===== src/rtl/ro_puf_sequencer.sv =====
// ro_puf_sequencer: drives a ring-oscillator PUF through a challenge batch and majority-votes a key
module ro_puf_sequencer #(
  parameter int CHA_W = 4,
  parameter int RESP_W = 4,
  parameter int NUM_CHAL = 8,
  parameter int REPEAT = 3,
  parameter int SETTLE = 16,
  parameter int WINDOW = 1024,
  localparam int IW = NUM_CHAL > 1 ? $clog2(NUM_CHAL) : 1
) (
  input  logic                       clock,
  input  logic                       reset,
  input  logic                       start,
  input  logic                       abort,
  input  logic [CHA_W-1:0]           base_cha0,
  input  logic [CHA_W-1:0]           base_cha1,
  input  logic [RESP_W-1:0]          puf_response,
  output logic                       puf_reset,
  output logic [CHA_W-1:0]           puf_cha0,
  output logic [CHA_W-1:0]           puf_cha1,
  output logic                       puf_enable,
  output logic                       busy,
  output logic                       resp_valid,
  output logic [IW-1:0]              resp_idx,
  output logic [RESP_W-1:0]          resp_data,
  output logic [NUM_CHAL*RESP_W-1:0] key_out,
  output logic                       done,
  output logic                       key_valid
);
  localparam int RW = REPEAT > 1 ? $clog2(REPEAT) : 1;
  localparam int OW = $clog2(REPEAT + 1);
  localparam int MX = WINDOW > SETTLE ? WINDOW : SETTLE;
  localparam int CW = $clog2(MX + 3) + 1;
  typedef enum logic [2:0] {IDLE, CLEAR, MEASURE, SAMPLE, DONE} state_t;
  state_t state, nxt;
  logic [CW-1:0] cnt;
  logic [RW-1:0] rep;
  logic [IW-1:0] idx;
  logic [CHA_W-1:0] base0, base1;
  logic [RESP_W-1:0] sync1, sync2, vote;
  logic [OW-1:0] ones [RESP_W];
  logic fin, kill, go, cap, last_rep, last_idx;
  assign kill = abort && state != IDLE;
  assign go = start && !abort && state == IDLE;
  assign cap = state == SAMPLE && cnt == CW'(2);
  assign last_rep = rep == RW'(REPEAT - 1);
  assign last_idx = idx == IW'(NUM_CHAL - 1);
  function automatic logic [2*CHA_W-1:0] chal(input logic [CHA_W-1:0] b0, input logic [CHA_W-1:0] b1, input logic [IW-1:0] i);
    logic [CHA_W-1:0] c0, c1;
    c0 = b0 + CHA_W'(i);
    c1 = b1 + CHA_W'(i);
    return {c0, (c1 == c0) ? c0 + CHA_W'(1) : c1};
  endfunction
  // Next-state decode; the voting cycle after the final capture (fin) leads to DONE
  always_comb begin
    nxt = state;
    case (state)
      IDLE:    nxt = go ? CLEAR : IDLE;
      CLEAR:   nxt = fin ? DONE : cnt == CW'(SETTLE - 1) ? MEASURE : CLEAR;
      MEASURE: nxt = cnt == CW'(WINDOW - 1) ? SAMPLE : MEASURE;
      SAMPLE:  nxt = cap ? CLEAR : SAMPLE;
      DONE:    nxt = IDLE;
      default: nxt = IDLE;
    endcase
    if (kill) nxt = IDLE;
  end
  // State and phase counter; PUF control lines decoded from the next state so they come off flops
  always_ff @(posedge clock or posedge reset)
    if (reset) begin
      state <= IDLE;
      cnt <= '0;
      puf_reset <= 1'b1;
      puf_enable <= 1'b0;
      busy <= 1'b0;
    end else begin
      state <= nxt;
      cnt <= nxt != state ? '0 : cnt + CW'(1);
      puf_reset <= nxt == IDLE || nxt == CLEAR;
      puf_enable <= nxt == MEASURE;
      busy <= nxt != IDLE;
    end
  // Two-flop synchronizer for the free-running PUF response
  always_ff @(posedge clock or posedge reset)
    if (reset) begin
      sync1 <= '0;
      sync2 <= '0;
    end else begin
      sync1 <= puf_response;
      sync2 <= sync1;
    end
  // Per-bit majority including the sample being captured this cycle
  always_comb begin
    vote = '0;
    for (int b = 0; b < RESP_W; b++) vote[b] = ones[b] + OW'(sync2[b]) > OW'(REPEAT / 2);
  end
  // Batch datapath: challenges, vote tallies, key packing and result pulses
  always_ff @(posedge clock or posedge reset)
    if (reset) begin
      base0 <= '0;
      base1 <= '0;
      puf_cha0 <= '0;
      puf_cha1 <= '0;
      idx <= '0;
      rep <= '0;
      fin <= 1'b0;
      resp_valid <= 1'b0;
      resp_idx <= '0;
      resp_data <= '0;
      key_out <= '0;
      done <= 1'b0;
      key_valid <= 1'b0;
      for (int b = 0; b < RESP_W; b++) ones[b] <= '0;
    end else begin
      resp_valid <= 1'b0;
      done <= 1'b0;
      fin <= 1'b0;
      if (kill) begin
        idx <= '0;
        rep <= '0;
        key_out <= '0;
        key_valid <= 1'b0;
        for (int b = 0; b < RESP_W; b++) ones[b] <= '0;
      end else if (go) begin
        base0 <= base_cha0;
        base1 <= base_cha1;
        {puf_cha0, puf_cha1} <= chal(base_cha0, base_cha1, '0);
        idx <= '0;
        rep <= '0;
        key_out <= '0;
        key_valid <= 1'b0;
        for (int b = 0; b < RESP_W; b++) ones[b] <= '0;
      end else if (cap && !last_rep) begin
        rep <= rep + RW'(1);
        for (int b = 0; b < RESP_W; b++) ones[b] <= ones[b] + OW'(sync2[b]);
      end else if (cap) begin
        resp_valid <= 1'b1;
        resp_idx <= idx;
        resp_data <= vote;
        key_out[int'(idx)*RESP_W +: RESP_W] <= vote;
        rep <= '0;
        fin <= last_idx;
        for (int b = 0; b < RESP_W; b++) ones[b] <= '0;
        if (!last_idx) begin
          idx <= idx + IW'(1);
          {puf_cha0, puf_cha1} <= chal(base0, base1, idx + IW'(1));
        end
      end else if (fin) begin
        done <= 1'b1;
        key_valid <= 1'b1;
      end
    end
endmodule


===== config.mk =====
export PLATFORM = sky130hd
export DESIGN_NAME = ro_puf_sequencer
export DESIGN_NICKNAME = d
export VERILOG_FILES = /design/src/rtl/ro_puf_sequencer.sv
export SDC_FILE = /design/constraint.sdc
export NUM_CORES = 1
export LEC_CHECK = 0
export ABC_AREA = 1
export CAP_MARGIN = 20
export CORE_MARGIN = 2
export CORE_UTILIZATION = 55
export CTS_CLUSTER_DIAMETER = 50
export CTS_CLUSTER_SIZE = 14
export DETAILED_ROUTE_END_ITERATION = 8
export GPL_TIMING_DRIVEN = 0
export PLACE_DENSITY = 0.83
export SYNTH_ARGS = -nofsm -noshare
export SYNTH_HDL_FRONTEND = slang
export SYNTH_SLANG_ARGS = --single-unit

===== constraint.sdc =====
create_clock -name clock -period 9.11 [get_ports clock]
set_input_delay 1.822 -clock clock [delete_from_list [all_inputs] [get_ports clock]]
set_output_delay 1.822 -clock clock [all_outputs]
set_load 0.02 [all_outputs]

==> results of run 1 <==
==> stage by stage <==
step	setup slack, ns	utilization (%)
after global routing	5.23	68.9
after global placement	3.41	66.3
after detailed placement	5.46	66.7
after floorplan	4.73	-
after CTS	5.65	68.9
final	5.64	68.9
==> registers in the layout, summed over array words and instances (netlist names), 2 cells and up <==
register   count
key_out       32
cnt           12
ones           8
base0          4
base1          4
puf_cha0       4
puf_cha1       4
resp_data      4
sync1          4
sync2          4
idx            3
resp_idx       3
state          3
rep            2
==> power groups by stage <==
stage | combinational [W] | sequential, W | clock [W]
after floorplan | 0.000275 | 0.000537 | 0
after global placement | 0.000403 | 0.000518 | 0
after detailed placement | 0.000418 | 0.000520 | 0
after CTS | 0.000422 | 0.000512 | 0.000284
after global routing | 0.000478 | 0.000518 | 0.000304
final | 0.000422 | 0.000512 | 0.000279
==> worst min-delay path by stage <==
stage / startpoint / endpoint / slack [ns]
5_1_grt: sync1[0]$_DFF_PP0_ / sync2[0]$_DFF_PP0_ / 0.37
3_5_place_dp: sync1[2]$_DFF_PP0_ / sync2[2]$_DFF_PP0_ / 0.34
2_1_floorplan: sync1[0]$_DFF_PP0_ / sync2[0]$_DFF_PP0_ / 0.33
4_1_cts: sync1[2]$_DFF_PP0_ / sync2[2]$_DFF_PP0_ / 0.36
6_report: sync1[2]$_DFF_PP0_ / sync2[2]$_DFF_PP0_ / 0.36
3_3_place_gp: sync1[2]$_DFF_PP0_ / sync2[2]$_DFF_PP0_ / 0.34
==> per-layer routing <==
layer,vias to the layer above,global-route usage [%]
met5,-,0
met4,0,10.5
met3,25,3.23
met2,134,40.6
met1,2059,32.8
li1,2057,-
==> layout make-up <==
type,count,area (um^2),area share (%)
inverters,55,213,3.52
clock inverters,7,71.3,1.18
repair buffers,69,708,11.7
plain buffers,8,66.3,1.10
clock buffers,9,124,2.05
multi-input cells,427,2270,37.5
flip-flops and latches,98,2450,40.6
well taps,108,135,2.24
==> cell usage in the layout (no fill, tap or decap), drive strengths merged, types with 2 or more instances in the layout <==
cell type | synthesis | final
nor3 | 8 | 8
xnor2 | 6 | 6
buf | 7 | 8
xor2 | 13 | 13
nor2 | 78 | 78
o211ai | 4 | 4
clkdlybuf4s50 | 0 | 68
nand2 | 163 | 163
ha | 22 | 22
o21ai | 33 | 33
clkbuf | 1 | 10
or2 | 5 | 5
a21oi | 21 | 21
o31ai | 6 | 6
nand3 | 57 | 57
clkinv | 2 | 4
inv | 53 | 56
clkinvlp | 0 | 2
fa | 2 | 2
nand4 | 5 | 5
dfrtp | 97 | 97
==> cells by family (layout without fill, tap and decap cells) <==
kind of cell,count (synthesis),after routing
adders and majority gates,24,24
DFF,98,98
AOI/OAI and AO/OA,66,66
buffers and inverters,63,148
xor gates and xnor gates,19,19
and+or+nand+nor,318,318
==> run_results.csv, run 1 <==
group,metric,value,unit
run_status,run_status,"completed",
place,post_dp_cell_area,5840,um^2
sta,slew_violations,0,
yosys,synth_top_family_by_area,"simple AND/OR/NAND/NOR gates",
yosys,synth_area_per_cell,8.50,um^2
yosys,synth_fp_nets,628,
place,dp_cells,765,
drt,top_layer,"met4",
yosys,async_flop_share,100,%
setup_path,crit_arrival,3.77,ns
drt,firstDrtPassIters,5,
floorplan,start_util,57.0,%
setup_path,end_kind,"flop",
clock_network,numCtsBuffers,9,
sta,tightest_slew,0.554,ns
floorplan,rows,34,
power_and_ir_drop,combinationalPowerShare,34.8,%
yosys,synthCells,588,
clock_network,cts_setup_buffers,0,
yosys,ys_seq_area_share,49.1,%
drt,drtIter0Drc,152,
finish,n_antenna_cell,0,
place,hpwl,8430,um
setup_path,cp-start-kind,"flop",
setup_path,crit_start,"idx[0]$_DFFE_PP0P_",
power_and_ir_drop,powerDensity,201,nW/um^2
yosys,netlist_top_cells_area,"dfrtp_1, nand2_1, ha_1",
sta,finalCriticalPeriod,3.47,ns
yosys,synthMuxAreaShare,0,%
floorplan,ioPinCount,69,
grt,grt_pass1_wl,19600,um
yosys,synth_top_area_share,48.6,%
clock_network,cts_num_sinks,98,
setup_path,rr_startpoint,"idx[0]$_DFFE_PP0P_",
yosys,ys_seq_elements,98,
setup_path,path_buf_inv,4,
yosys,synth_edf_count,0,
drt,avgRoutedWirePerCell,14.4,um
min_path,hold_depth,0,
power_and_ir_drop,p_seq_share,42.2,%
drt,drcViolationCount,0,
setup_path,cp_num_cells,13,
clock_network,worst_skew_pair.late_latency,0.38,ns
clock_network,postCtsResizedCells,0,
setup_path,reg2reg_depth,13,
grt,grt-ovfl-total,0,
power_and_ir_drop,p_clk_share,23.0,%
sta,setup-violations-final,0,
yosys,synth_compound_area_share,7.59,%
yosys,synth_warnings,0,
min_path,hp-class,"flop to flop",
sta,fin_crit_sh,38.1,%
clock_network,ctsLongestPathBuffers,2,
finish,layout-drive-gt1-share,8.92,%
yosys,synthesis.area,5000,um^2
drt,dr_wl_met2,5550,um
drt,routed_wl,11200,um
clock_network,cts_tree,"done",
finish,final_cell_area,6040,um^2
setup_path,rrSetupSlack,5.64,ns
yosys,synth_cell_types,39,
grt,grt_max_degree,59,
finish,area_growth,20.8,%
sta,fin_skew,0.00873,ns
finish,fin_cells,781,
setup_path,endpoint,"puf_cha1[2]$_DFFE_PP0P_",
yosys,synth_fa_ha_area_share,6.31,%
yosys,synthSimpleGateAreaFrac,28.1,%
setup_path,path_delay_family,"adder cells",
yosys,yosys.area_share.xor_xnor,3.33,%
power_and_ir_drop,intPower,0.000745,W
yosys,synth_flop_cell,"dfrtp_1",
grt,antenna_found_initial,0,
place,portBuffers,68,
clock_network,ctsHoldBuffers,0,
clock_network,cts_root_buffer,"clkbuf_8",
power_and_ir_drop,swShare,38.6,%
setup_path,critPathMaxFanout,10,
sta,fin_tns_setup,0,ns
floorplan,chipHeight,99.3,um
drt,vias_per_cell,5.47,
clock_network,path_clk_slew,0.10,ns
sta,fmax,288,MHz
setup_path,timing.rr.end,"puf_cha1[2]$_DFFE_PP0P_",
yosys,synth_common_cells,"nand2_1, dfrtp_1, nor2_1, nand3_1, inv_1",
sta,holdWs,0.357,ns
power_and_ir_drop,power_switching,0.000468,W
power_and_ir_drop,max-vdd-ir-drop,0.180,mV
setup_path,cpPeakStageDelay,0.63,ns
yosys,synth_largest_area_cell,"dfrtp_1",
drt,vias,4275,
yosys,yosysMostFrequentCell,"nand2_1",
sta,slew_headroom,62.8,%
grt,grt.total_usage,24.6,%
setup_path,worstPathRequired,9.41,ns
grt,grt_pass1_vias,4292,
place,gp_congestion,0.874,
flow_run,drv_cap,0,
clock_network,htreeDepth,3,
drt,wl_met1,4890,um
power_and_ir_drop,power,0.00121,W
setup_path,worstPathCellList,"inv_1 > ha_1 > buf_2 > clkinv_1 > fa_1 > inv_1 > nor2_1 > nand3b_1 > nor2_1 > nand2_1 > nand2_1 > nand3_1 > a21oi_1",
drt,wl_met3,510,um
floorplan,die_w,99.3,um
finish,nNetsFinal,708,
drt,ant_nets,0,
power_and_ir_drop,leakagePower,2.95,nW
sta,rsz0062_at_grt,"false",
sta,hold_viol,0,
floorplan,core_area,8760,um^2
floorplan,dieArea,9860,um^2
setup_path,slowest_stage,"fa_1",
finish,fillers,718,
setup_path,path_class,"flop to flop",
Note: power is estimated with default switching activity, not from simulation.
==> run 2: changes to the inputs <==
--- a/config.mk
+++ b/config.mk
@@ -8,12 +8,12 @@
 export ABC_AREA = 1
 export CAP_MARGIN = 20
 export CORE_MARGIN = 2
-export CORE_UTILIZATION = 55
+export CORE_UTILIZATION = 50
 export CTS_CLUSTER_DIAMETER = 50
 export CTS_CLUSTER_SIZE = 14
 export DETAILED_ROUTE_END_ITERATION = 8
 export GPL_TIMING_DRIVEN = 0
-export PLACE_DENSITY = 0.83
+export PLACE_DENSITY = 0.8
 export SYNTH_ARGS = -nofsm -noshare
 export SYNTH_HDL_FRONTEND = slang
 export SYNTH_SLANG_ARGS = --single-unit
==> constraint.sdc (replaced) <==
create_clock -name clock -period 3.05 [get_ports clock]
set_input_delay 0.61 -clock clock [delete_from_list [all_inputs] [get_ports clock]]
set_output_delay 0.61 -clock clock [all_outputs]
set_load 0.02 [all_outputs]
==> run_results.csv, run 2 (synthesis results as in run 1) <==
group,metric,value,unit
run_status,run_status,"completed",
power_and_ir_drop,p_seq_share,41.1,%
drt,vias,4297,
grt,grt_max_degree,45,
setup_path,end_kind,"flop",
sta,fin_crit_sh,94.9,%
clock_network,cts_root_buffer,"clkbuf_8",
clock_network,worst_skew_pair.late_latency,0.37,ns
sta,slew_headroom,62.9,%
finish,n_antenna_cell,0,
place,post_dp_cell_area,5890,um^2
setup_path,slowest_stage,"fa_2",
clock_network,cts_tree,"done",
finish,final_util,62.9,%
grt,grt-ovfl-total,0,
finish,final_cell_area,6120,um^2
finish,largest_register_ffs,32,
floorplan,dieArea,10800,um^2
power_and_ir_drop,max-vdd-ir-drop,0.465,mV
sta,slew_violations,0,
drt,vias_per_cell,5.32,
grt,grt_pass1_wl,19800,um
grt,antenna_found_initial,0,
setup_path,worstPathCellList,"inv_1 > ha_1 > clkbuf_4 > clkinv_4 > fa_2 > inv_1 > nor2_1 > nand3b_1 > nor2_4 > nand2_1 > nand2_1 > nand3_1 > a21oi_1",
drt,routed_wl,11400,um
min_path,holdPathEnd,"sync2[3]$_DFF_PP0_",
sta,hold_viol,0,
drt,ant_nets,0,
setup_path,rrSetupSlack,0.16,ns
clock_network,cts_num_sinks,98,
floorplan,chipHeight,104,um
grt,grt_pass1_vias,4256,
min_path,hold_depth,0,
sta,fin_ws,0.156,ns
setup_path,worstPathRequired,3.35,ns
floorplan,die_w,104,um
clock_network,htreeDepth,3,
clock_network,path_clk_slew,0.10,ns
power_and_ir_drop,power_switching,0.00140,W
setup_path,critPathMaxFanout,10,
power_and_ir_drop,powerDensity,607,nW/um^2
finish,final_common_cell,"nand2_1",
sta,fin_skew,0.00776,ns
min_path,min_from,"sync1[3]$_DFF_PP0_",
drt,avgRoutedWirePerCell,14.2,um
finish,layout_common_cells,"nand2_1, dfrtp_1, nor2_1",
floorplan,start_util,51.4,%
floorplan,core_area,9730,um^2
finish,nNetsFinal,710,
place,gp_congestion,0.891,
power_and_ir_drop,combinationalPowerShare,35.2,%
power_and_ir_drop,p_clk_share,23.7,%
setup_path,reg2reg_depth,13,
power_and_ir_drop,leakagePower,2.97,nW
sta,setup-violations-final,0,
floorplan,rows,36,
clock_network,ctsLongestPathBuffers,2,
setup_path,cp-start-kind,"flop",
power_and_ir_drop,swShare,37.7,%
setup_path,cpPeakStageDelay,0.49,ns
setup_path,timing.rr.end,"puf_cha1[3]$_DFFE_PP0P_",
finish,largest-register,"key_out",
setup_path,crit_arrival,3.19,ns
finish,layout-drive-gt1-share,9.93,%
drt,firstDrtPassIters,5,
sta,rsz0062_at_grt,"false",
place,pre_cts_ws,-0.406,ns
finish,fillers,819,
sta,fmax,346,MHz
power_and_ir_drop,intPower,0.00231,W
flow_run,drv_cap,0,
clock_network,numCtsBuffers,9,
finish,area_growth,22.5,%
setup_path,rr_startpoint,"idx[0]$_DFFE_PP0P_",
finish,biggestRegsByFlops,"key_out x32, cnt x12, ones x8",
sta,finalCriticalPeriod,2.89,ns
floorplan,ioPinCount,69,
place,hpwl,8640,um
drt,drcViolationCount,0,
sta,tightest_slew,0.552,ns
drt,drtIter0Drc,215,
min_path,hp-class,"flop to flop",
place,portBuffers,68,
setup_path,path_class,"flop to flop",
grt,grt.total_usage,22.4,%
-- run 2: changes by cell type in the layout (fill, tap and decap cells not counted), moves of 2 or more --
cell     before  now
dfrtp_2       0    2
buf_12        0    2
dfrtp_1      97   95
inv_6         1    3
-- run 2: layer usage --
metal	wire (um)	vias to the layer above	track usage, %
met5	0	-	0
met4	108	0	7.72
met3	660	12	3.82
met2	5730	138	38.8
met1	4940	2073	28.4
li1	-	2074	-
-- run 2: cell type report --
class / count / area, um^2 / area share, %
Sequential cell: 98 / 2460 / 40.1
Tap cell: 133 / 166 / 2.72
Inverter: 55 / 219 / 3.58
Timing Repair Buffer: 71 / 728 / 11.9
Buffer: 8 / 68.8 / 1.12
Clock buffer: 9 / 124 / 2.02
Multi-Input combinational cell: 427 / 2280 / 37.2
Clock inverter: 7 / 83.8 / 1.37
-- run 2: repair_timing --
item / in CTS / in global routing
gates cloned: 0 / 0
endpoints found under the hold margin: 0 / 0
resized for setup: 5 / 3
endpoints found under the setup margin: 4 / 4
hold buffers: 0 / 0
setup buffers: 0 / 1
-- run 2: worst max-delay path by stage --
stage	from	to	slack (ns)
after floorplan	idx[0]$_DFFE_PP0P_	puf_cha1[1]$_DFFE_PP0P_	0.23
after global placement	idx[0]$_DFFE_PP0P_	puf_cha1[3]$_DFFE_PP0P_	-0.34
after detailed placement	idx[0]$_DFFE_PP0P_	puf_cha1[3]$_DFFE_PP0P_	-0.41
after CTS	idx[0]$_DFFE_PP0P_	puf_cha1[3]$_DFFE_PP0P_	0.04
after global routing	idx[0]$_DFFE_PP0P_	puf_cha1[1]$_DFFE_PP0P_	0.02
final	idx[0]$_DFFE_PP0P_	puf_cha1[3]$_DFFE_PP0P_	0.16
-- run 2: worst max-delay path, delay by kind of cell (launching register included) --
| kind | cells | cell delay [ns] |
|---|---|---|
| buffers and inverters | 4 | 0.69 |
| adders and majority gates | 2 | 0.82 |
| AOI/OAI and AO/OA | 1 | 0.14 |
| DFF | 1 | 0.42 |
| and+or+nand+nor | 6 | 0.74 |
-- run 2: metrics by stage --
stage	TNS, ns	hold WS (ns)	std cells	power, W
global route	0	0.379	808	0.00396
floorplan	0	0.331	588	0.00243
finish	0	0.359	808	0.00372
global placement	-1.21	0.339	789	0.00275
CTS	0	0.363	807	0.00371
detailed placement	-1.57	0.338	791	0.00281
-- run 2: power by group through the flow --
| stage | clock network, W | logic [W] | registers, W |
|---|---|---|---|
| floorplan | 0 | 0.000821 | 0.00160 |
| global placement | 0 | 0.00120 | 0.00155 |
| detailed placement | 0 | 0.00126 | 0.00155 |
| CTS | 0.000899 | 0.00128 | 0.00153 |
| global route | 0.000957 | 0.00146 | 0.00155 |
| finish | 0.000881 | 0.00131 | 0.00153 |
